## src/rtl/fp_add_normalize.sv

```systemverilog
// Post-adder normalize/round stage of the single-precision FP adder.
// Normalizes one bit per cycle, rounds to nearest-even, returns a packed word over valid/ready.
module fp_add_normalize #(
    parameter int unsigned EXP_W = 8,
    parameter int unsigned MAN_W = 23
) (
    input  logic                   iClk,
    input  logic                   iRst,
    input  logic                   iValid,
    output logic                   oReady,
    input  logic [MAN_W:0]         iSum,
    input  logic                   iCarry,
    input  logic                   iGuard,
    input  logic                   iRound,
    input  logic                   iSticky,
    input  logic [EXP_W-1:0]       iExp,
    input  logic                   iSign,
    output logic                   oValid,
    input  logic                   iReady,
    output logic [EXP_W+MAN_W:0]   oResult,
    output logic                   oOvf,
    output logic                   oUnf,
    output logic                   oInexact
);

    localparam int unsigned SUM_W   = MAN_W + 1;
    localparam int unsigned M_W     = MAN_W + 2;
    localparam int unsigned E_W     = EXP_W + 2;
    localparam int unsigned RES_W   = EXP_W + MAN_W + 1;
    localparam int unsigned EXP_MAX = (1 << EXP_W) - 1;

    typedef enum logic [1:0] {IDLE, NORM, ROUND, DONE} state_t;

    state_t               state, state_nxt;
    logic [M_W-1:0]       m, m_nxt;
    logic [E_W-1:0]       e, e_nxt;
    logic                 g, g_nxt, r, r_nxt, s, s_nxt;
    logic                 z, z_nxt, sign, sign_nxt;
    logic                 valid_q, valid_nxt;
    logic [RES_W-1:0]     result_q, result_nxt;
    logic                 ovf_q, ovf_nxt, unf_q, unf_nxt, inexact_q, inexact_nxt;

    logic                 rnd_up;
    logic [SUM_W:0]       sum_ext;
    logic [SUM_W-1:0]     man_r;
    logic [E_W-1:0]       e_r;
    logic [EXP_W-1:0]     exp_field;

    assign oReady   = (state == IDLE) && !iRst;
    assign oValid   = valid_q;
    assign oResult  = result_q;
    assign oOvf     = ovf_q;
    assign oUnf     = unf_q;
    assign oInexact = inexact_q;

    // Next-state, datapath and output logic
    always_comb begin
        state_nxt   = state;
        m_nxt       = m;
        e_nxt       = e;
        g_nxt       = g;
        r_nxt       = r;
        s_nxt       = s;
        z_nxt       = z;
        sign_nxt    = sign;
        valid_nxt   = valid_q;
        result_nxt  = result_q;
        ovf_nxt     = ovf_q;
        unf_nxt     = unf_q;
        inexact_nxt = inexact_q;
        rnd_up      = 1'b0;
        sum_ext     = '0;
        man_r       = '0;
        e_r         = e;
        exp_field   = '0;

        case (state)
            IDLE: begin
                if (iValid) begin
                    m_nxt     = {iCarry, iSum};
                    e_nxt     = (iExp == '0) ? E_W'(1) : E_W'(iExp);
                    g_nxt     = iGuard;
                    r_nxt     = iRound;
                    s_nxt     = iSticky;
                    sign_nxt  = iSign;
                    z_nxt     = ({iCarry, iSum} == '0) && !iGuard && !iRound && !iSticky;
                    state_nxt = NORM;
                end
            end

            NORM: begin
                if (z) begin
                    state_nxt = ROUND;
                end else if (m[M_W-1]) begin
                    m_nxt     = m >> 1;
                    g_nxt     = m[0];
                    r_nxt     = g;
                    s_nxt     = r | s;
                    e_nxt     = e + E_W'(1);
                    state_nxt = ROUND;
                end else if (m[M_W-2] || (e == E_W'(1))) begin
                    state_nxt = ROUND;
                end else begin
                    m_nxt = {m[M_W-2:0], g};
                    g_nxt = r;
                    r_nxt = 1'b0;
                    e_nxt = e - E_W'(1);
                end
            end

            ROUND: begin
                // Round to nearest, ties to even
                rnd_up  = g & (r | s | m[0]);
                sum_ext = {1'b0, m[SUM_W-1:0]} + (SUM_W+1)'(rnd_up);
                if (sum_ext[SUM_W]) begin
                    man_r = {1'b1, {(SUM_W-1){1'b0}}};
                    e_r   = e + E_W'(1);
                end else begin
                    man_r = sum_ext[SUM_W-1:0];
                    e_r   = e;
                end
                exp_field = ((e_r == E_W'(1)) && !man_r[SUM_W-1]) ? '0 : e_r[EXP_W-1:0];

                if (z) begin
                    result_nxt  = '0;
                    ovf_nxt     = 1'b0;
                    unf_nxt     = 1'b0;
                    inexact_nxt = 1'b0;
                end else if (e_r >= E_W'(EXP_MAX)) begin
                    result_nxt  = {sign, {EXP_W{1'b1}}, {MAN_W{1'b0}}};
                    ovf_nxt     = 1'b1;
                    unf_nxt     = 1'b0;
                    inexact_nxt = g | r | s;
                end else begin
                    result_nxt  = {sign, exp_field, man_r[MAN_W-1:0]};
                    ovf_nxt     = 1'b0;
                    unf_nxt     = (exp_field == '0) && (man_r[MAN_W-1:0] != '0);
                    inexact_nxt = g | r | s;
                end
                valid_nxt = 1'b1;
                state_nxt = DONE;
            end

            DONE: begin
                if (iReady) begin
                    valid_nxt = 1'b0;
                    state_nxt = IDLE;
                end
            end

            default: state_nxt = IDLE;
        endcase
    end

    // State and output registers
    always_ff @(posedge iClk) begin
        if (iRst) begin
            state     <= IDLE;
            m         <= '0;
            e         <= '0;
            g         <= 1'b0;
            r         <= 1'b0;
            s         <= 1'b0;
            z         <= 1'b0;
            sign      <= 1'b0;
            valid_q   <= 1'b0;
            result_q  <= '0;
            ovf_q     <= 1'b0;
            unf_q     <= 1'b0;
            inexact_q <= 1'b0;
        end else begin
            state     <= state_nxt;
            m         <= m_nxt;
            e         <= e_nxt;
            g         <= g_nxt;
            r         <= r_nxt;
            s         <= s_nxt;
            z         <= z_nxt;
            sign      <= sign_nxt;
            valid_q   <= valid_nxt;
            result_q  <= result_nxt;
            ovf_q     <= ovf_nxt;
            unf_q     <= unf_nxt;
            inexact_q <= inexact_nxt;
        end
    end

endmodule

```

## config.mk

```make
export PLATFORM = sky130hd
export DESIGN_NAME = fp_add_normalize
export DESIGN_NICKNAME = d
export VERILOG_FILES = /design/src/rtl/fp_add_normalize.sv
export SDC_FILE = /design/constraint.sdc
export NUM_CORES = 1
export LEC_CHECK = 0
export BUFFER_PORTS_ARGS = -buffer_cell sky130_fd_sc_hd__buf_4
export CAP_MARGIN = 15
export CORE_UTILIZATION = 32
export CTS_CLUSTER_SIZE = 40
export DETAILED_ROUTE_END_ITERATION = 16
export PLACE_DENSITY = 0.63
export SYNTH_ARGS = -nofsm -noshare
export SYNTH_HDL_FRONTEND = slang
export SYNTH_SLANG_ARGS = --single-unit
```

## constraint.sdc

```tcl
create_clock -name iClk -period 3.2 [get_ports iClk]
set_input_delay 0.16 -clock iClk [delete_from_list [all_inputs] [get_ports iClk]]
set_output_delay 0.16 -clock iClk [all_outputs]
set_load 0.01 [all_outputs]
```

# Yosys cells after proc, flatten, opt, wreduce, memory -nomap -nowiden
# Index checks and enable logic that the tools add are counted.
# Widths: inputs -> output; s select.
# word_totals
elab_cells,104
reg_bits,78
out_inout_bits,37
inputBits,41
# op_classes
reduce_logical,25
addsub,3
n_eq_ne,11
n_mux,45
n_lt_le_gt_ge,1
bitwise,5
# ops
op,count
$mux 25,4
$mux 10,6
$pmux 25 s2,1
$mux 24,2
$mux 32,1
$mux 31,1
$add 24x1->25,1
$logic_not 25->1,1
$reduce_bool 23->1,1
$eq 10x1->1 const B,2
$pmux 10 s2,1
$mux 1,17
$logic_not 8->1,2
$mux 8,2
$add 10x1->10 const B,1
$ge 10x8->1 const B,1
$mux 2,5
$sub 10x1->10 const B,1
$ne 2x2->1 const B,4
$pmux 1 s2,4
$pmux 2 s4,1
$reduce_and 4->1,2
$logic_and 1x1->1,6
$reduce_and 3->1,2
other kinds (11),21

# Depth between registers and ports, before layout
# depth
ltp_word,13
ltp_mapped,14
ltp_nobuf,10

# Least setup slack after synthesis
# Ideal clock, no wire load.
# synth_path
path_type,register to register
from,register g
to,register unf_q (netlist: oUnf)
slack_ns,0.230
arrival_time_ns,2.844
setup_time_ns,0.125
stages_incl_launch_ff,11
required_time_ns,3.075
period_less_slack_ns,2.970
path_cell_list,dfxtp_1 -> and2_2 -> ha_1 -> clkbuf_1 -> nand3_2 -> xnor2_1 -> or4_1 -> or4_1 -> or3_1 -> a2111oi_2 -> o21ai_1
# synth_via
elab_chain_cells,11
elab_cells_between_ends,16
# synth_rtl
element,line,text
"start, declared",37,"logic g, g_nxt, r, r_nxt, s, s_nxt;"
"start signal, assigned",175,g <= g_nxt;
$and 1x1->1 (*),113,rnd_up = g & (r | s | m[0]);
$add 24x1->25 (*),114,"sum_ext = {1'b0, m[SUM_W-1:0]} + (SUM_W+1)'(rnd_up);"
$mux 10 or $mux 24 (tied branches),115,if (sum_ext[SUM_W]) begin
$mux 10 or $mux 24 (tied branches),77,case (state)
$eq 10x1->1 or $logic_not 1->1 (tied branches),122,exp_field = ((e_r == E_W'(1)) && !man_r[SUM_W-1]) ? '0 : e_r[EXP_W-1:0];
$logic_and 1x1->1,122,
$mux 8,122,
$logic_not 8->1,137,unf_nxt = (exp_field == '0) && (man_r[MAN_W-1:0] != '0);
$logic_and 1x1->1,137,
$mux 1 (*),129,end else if (e_r >= E_W'(EXP_MAX)) begin
$mux 1 (*),124,if (z) begin
"end signal, assigned",183,unf_q <= unf_nxt;
"end, declared",41,"logic ovf_q, ovf_nxt, unf_q, unf_nxt, inexact_q, inexact_nxt;"
# Every way passes the cells marked *; elsewhere a longest branch is shown, timed or not. The select of a mux whose other input is x is not followed.
# A chain may end at the register's enable or synchronous reset.

# Final worst setup path
# layout_path
from,register m[21]
to,register result_q[23] (netlist: oResult[23])
# layout_via
elab_chain_cells,8
elab_cells_between_ends,12
# layout_rtl
element,line,text
"start, declared",35,"logic [M_W-1:0] m, m_nxt;"
"start signal, assigned",173,m <= m_nxt;
$add 24x1->25 (*),114,
branches (longest 5 deep; another with $ge 10x8->1),n/a,
$mux 31 (*),129,
$mux 32 (*),124,
"end signal, assigned",181,result_q <= result_nxt;
"end, declared",40,"logic [RES_W-1:0] result_q, result_nxt;"
# Mark *: on every way between the ends. The select of a mux whose other input is x is not followed.

==> metrics.md <==
| Metric | Value |
|---|---|
| Outcome | complete, no violations |
| Die width | 129.1 um |
| Gr usage total | 0.1956 |
| Clock period minus final worst setup slack | 3019 ps |
| Max cap viols | 0 |
| Tightest Hold Check Type | input port to flip-flop |
| Detail Placement HPWL | 11,560 um |
| CTS clk-pin slew, worst paths | 70 ps |
| Root Buffer | clkbuf_16 |
| Vias in the first global route | 4,620 |
| Fmax | 0.3313 GHz |
| WL per Instance | 16.15 um |
| Placement Rows | 46 |
| Avg Cell Area, Syn | 7.421 um2 |
| Worst setup SP type | flip-flop |
| Slew headroom | 0.4224 |
| Area contributors post-synth | dfxtp_1 30%, nand2_1 8.1%, o211ai_1 7.7%, a21oi_1 5.5%, nor2_1 5.2% |
| Initial antenna violation count | 0 |
| Nets | 803 |
| TritonRoute pass-1 iters | 5 |
| Top-level port count | 78 |
| CTS sink cnt | 78 |
| PortBufs | 77 |
| Main synth FF type | dfxtp_1 |
| Total gr overflow | 0 |
| Slowest stage delay, CP | 720 ps |
| Die ar. | 16,680 um2 |
| Crit path max fanout | 6 |
| Largest net degree at the start of global routing | 81 |
| 1st-iter DRT viols | 416 |
| Async S/R FF share, synth | 0 |
| Area share of the largest cell type after synthesis | 0.3019 |
| Mapped Nets | 747 |
| Largest area contributor in the netlist | dfxtp_1 |
| Critical Path Slowest Stage Cell | or4_1 |
| Fin crit share | 0.9433 |
| WP data arrival | 3200 ps |
| Post-route ant nets | 0 |
| Slew Limit Fails | 0 |
| # diodes | 0 |
| Routability Congestion | 0.9045 |
| Worst setup EP type | flip-flop |
| Worst path required time | 3380 ps |
| Fin. Hold Viols | 0 |
| DIE HEIGHT | 129.1 um |
| CTS tree | yes |
| Final non-filler cell total | 974 |
| Synthesized instance count | 697 |
| Via count | 5,194 |
| WL final | 15,730 um |
| P per Cell Area | 950.8 nW/um2 |
| Leakage | 2.291 nW |
| Clk_lat worst skew | 350 ps |
| Crit path cell chain | nand4_1 -> or4_1 -> nor4_1 -> xnor2_1 -> nand2_1 -> nor4b_2 -> o2111a_1 -> a2111oi_1 |
| First-pass GRT wire length | 25,290 um |
| H-tree level count | 3 |
| DRC Markers | 0 |
| Hold buffers post-CTS | 0 |
| Clock Skews | 11.95 ps |
| Total power | 5.972 mW |
| Share of post-route cells with drive strength above 1 | 0.1966 |
| Area of the mapped netlist | 5172 um2 |
| Pre-CTS setup slack | 178.9 ps |
| Total placed cells including tap cells | 958 |
| Worst-Margin Slew | 866.5 ps |
| Core area | 15,830 um2 |
| Vias per cell | 5.333 |
| Syn-to-layout area delta | 21.43% |
| Post-synth EDFFs | 0 |
| Maximum vdd drop | 0.0004621 V |
| Number of synthesized register bits | 78 |
| Ys Warns | 0 |
| Max Root-Sink Buffers | 2 |
| Cell variety after synth | 64 |
| Worst setup margin | 181.4 ps |
| Initial Util | 0.3268 |
| Critical path class | flip-flop to flip-flop |
| CTS buffer count | 9 |
| Setup-failing EPs final | 0 |
| Seq/Total Area, Yosys | 0.3019 |
## worst paths after layout
| path | endpoint | start | slack, ps | cells after the start |
|---|---|---|---|---|
| setup / recovery | oResult[23] | m[21] | 180 | 8 |
| hold / removal | sign | iSign | 70 | 3 |
| setup reg to reg | oResult[23] | m[21] | 180 | 8 |
| hold reg to reg | oResult[7] | oResult[7] | 470 | 2 |
## flip-flops by register name, summed over array words and instances, names as in the netlist
name / count
oUnf: 1
e: 10
m: 25
s: 1
g: 1
oOvf: 1
z: 1
oInexact: 1
oValid: 1
sign: 1
oResult: 32
r: 1
state: 2
## cells by family after synthesis
kind of cell             after synthesis  synth area share
AND/OR/NAND/NOR                      289            0.2629
adder cells (fa/ha/maj)                9           0.02177
multiplexers                          12           0.02346
AO/OA/AOI/OAI                        186            0.2436
XOR/XNOR                              35           0.05927
flip-flops                            78            0.3019
buffers and inverters                 88           0.08708
## critical path, delay by kind of cell, from the launching register on
family,cells,cell delay (ps)
compound gates,2,300
flops,1,490
simple gates,5,1850
xor+xnor,1,200
## per-layer routing
layer / track usage / part of all wire / up-vias
li1: - / - / 2616
met1: 0.2830 / 0.50 / 2418
met2: 0.2846 / 0.43 / 143
met3: 0.04294 / 0.059 / 17
met4: 0.06436 / 0.016 / 0
met5: 0 / 0 / -
## cells in the final DEF, fill, tap and decap left out, drive strengths merged, types with 13 or more instances in the layout
cell type and n:
buf 120, nand2 112, inv 13, nand3 19, a21oi 57, nand4 15
a22oi 18, dfxtp 78, o211ai 53, nor2 73, xnor2 21, nor4 15
nor3 19, xor2 14
## repair_timing
item | in CTS | in global routing
setup buffers | 0 | 0
endpoints found under the setup margin | 0 | 2
resized for setup | 0 | 5
## Yosys cell counts (14+ instances only)
cell type,count
nor3_1,19
dfxtp_1,78
o211ai_1,53
xnor2_1,21
nand3_1,18
a22oi_1,18
xor2_1,14
nand4_1,15
clkbuf_1,51
nor2_1,72
a21oi_1,57
nand2_1,111
nor4_1,15
## where the power goes
| group | total, mW | switching, mW | internal, mW |
|---|---|---|---|
| clock network | 1.05 | 0.425 | 0.627 |
| registers | 1.60 | 0.327 | 1.27 |
| logic | 3.32 | 1.99 | 1.33 |
| total | 5.97 | 2.75 | 3.23 |
## per-stage QoR
step           area, um2  utilization  hold WS, ps  setup TNS (ps)
6_report            6281       0.3968        66.26               0
2_1_floorplan       5172            -        307.5               0
3_5_place_dp        5966       0.3769        433.0               0
5_1_grt             6281       0.3968        72.95          -15.35
3_3_place_gp        5966       0.3769        429.0               0
4_1_cts             6266       0.3959        58.82               0
## cell type report
type	count	area, um2
clock buffers	11	242.7
clock inverters	5	57.56
fillers	1642	9547
inverters	13	48.80
multi-input cells	531	3184
flip-flops and latches	78	1564
well taps	216	270.3
repair buffers	120	913.4
No activity file was read; power rests on OpenSTA's default activity.
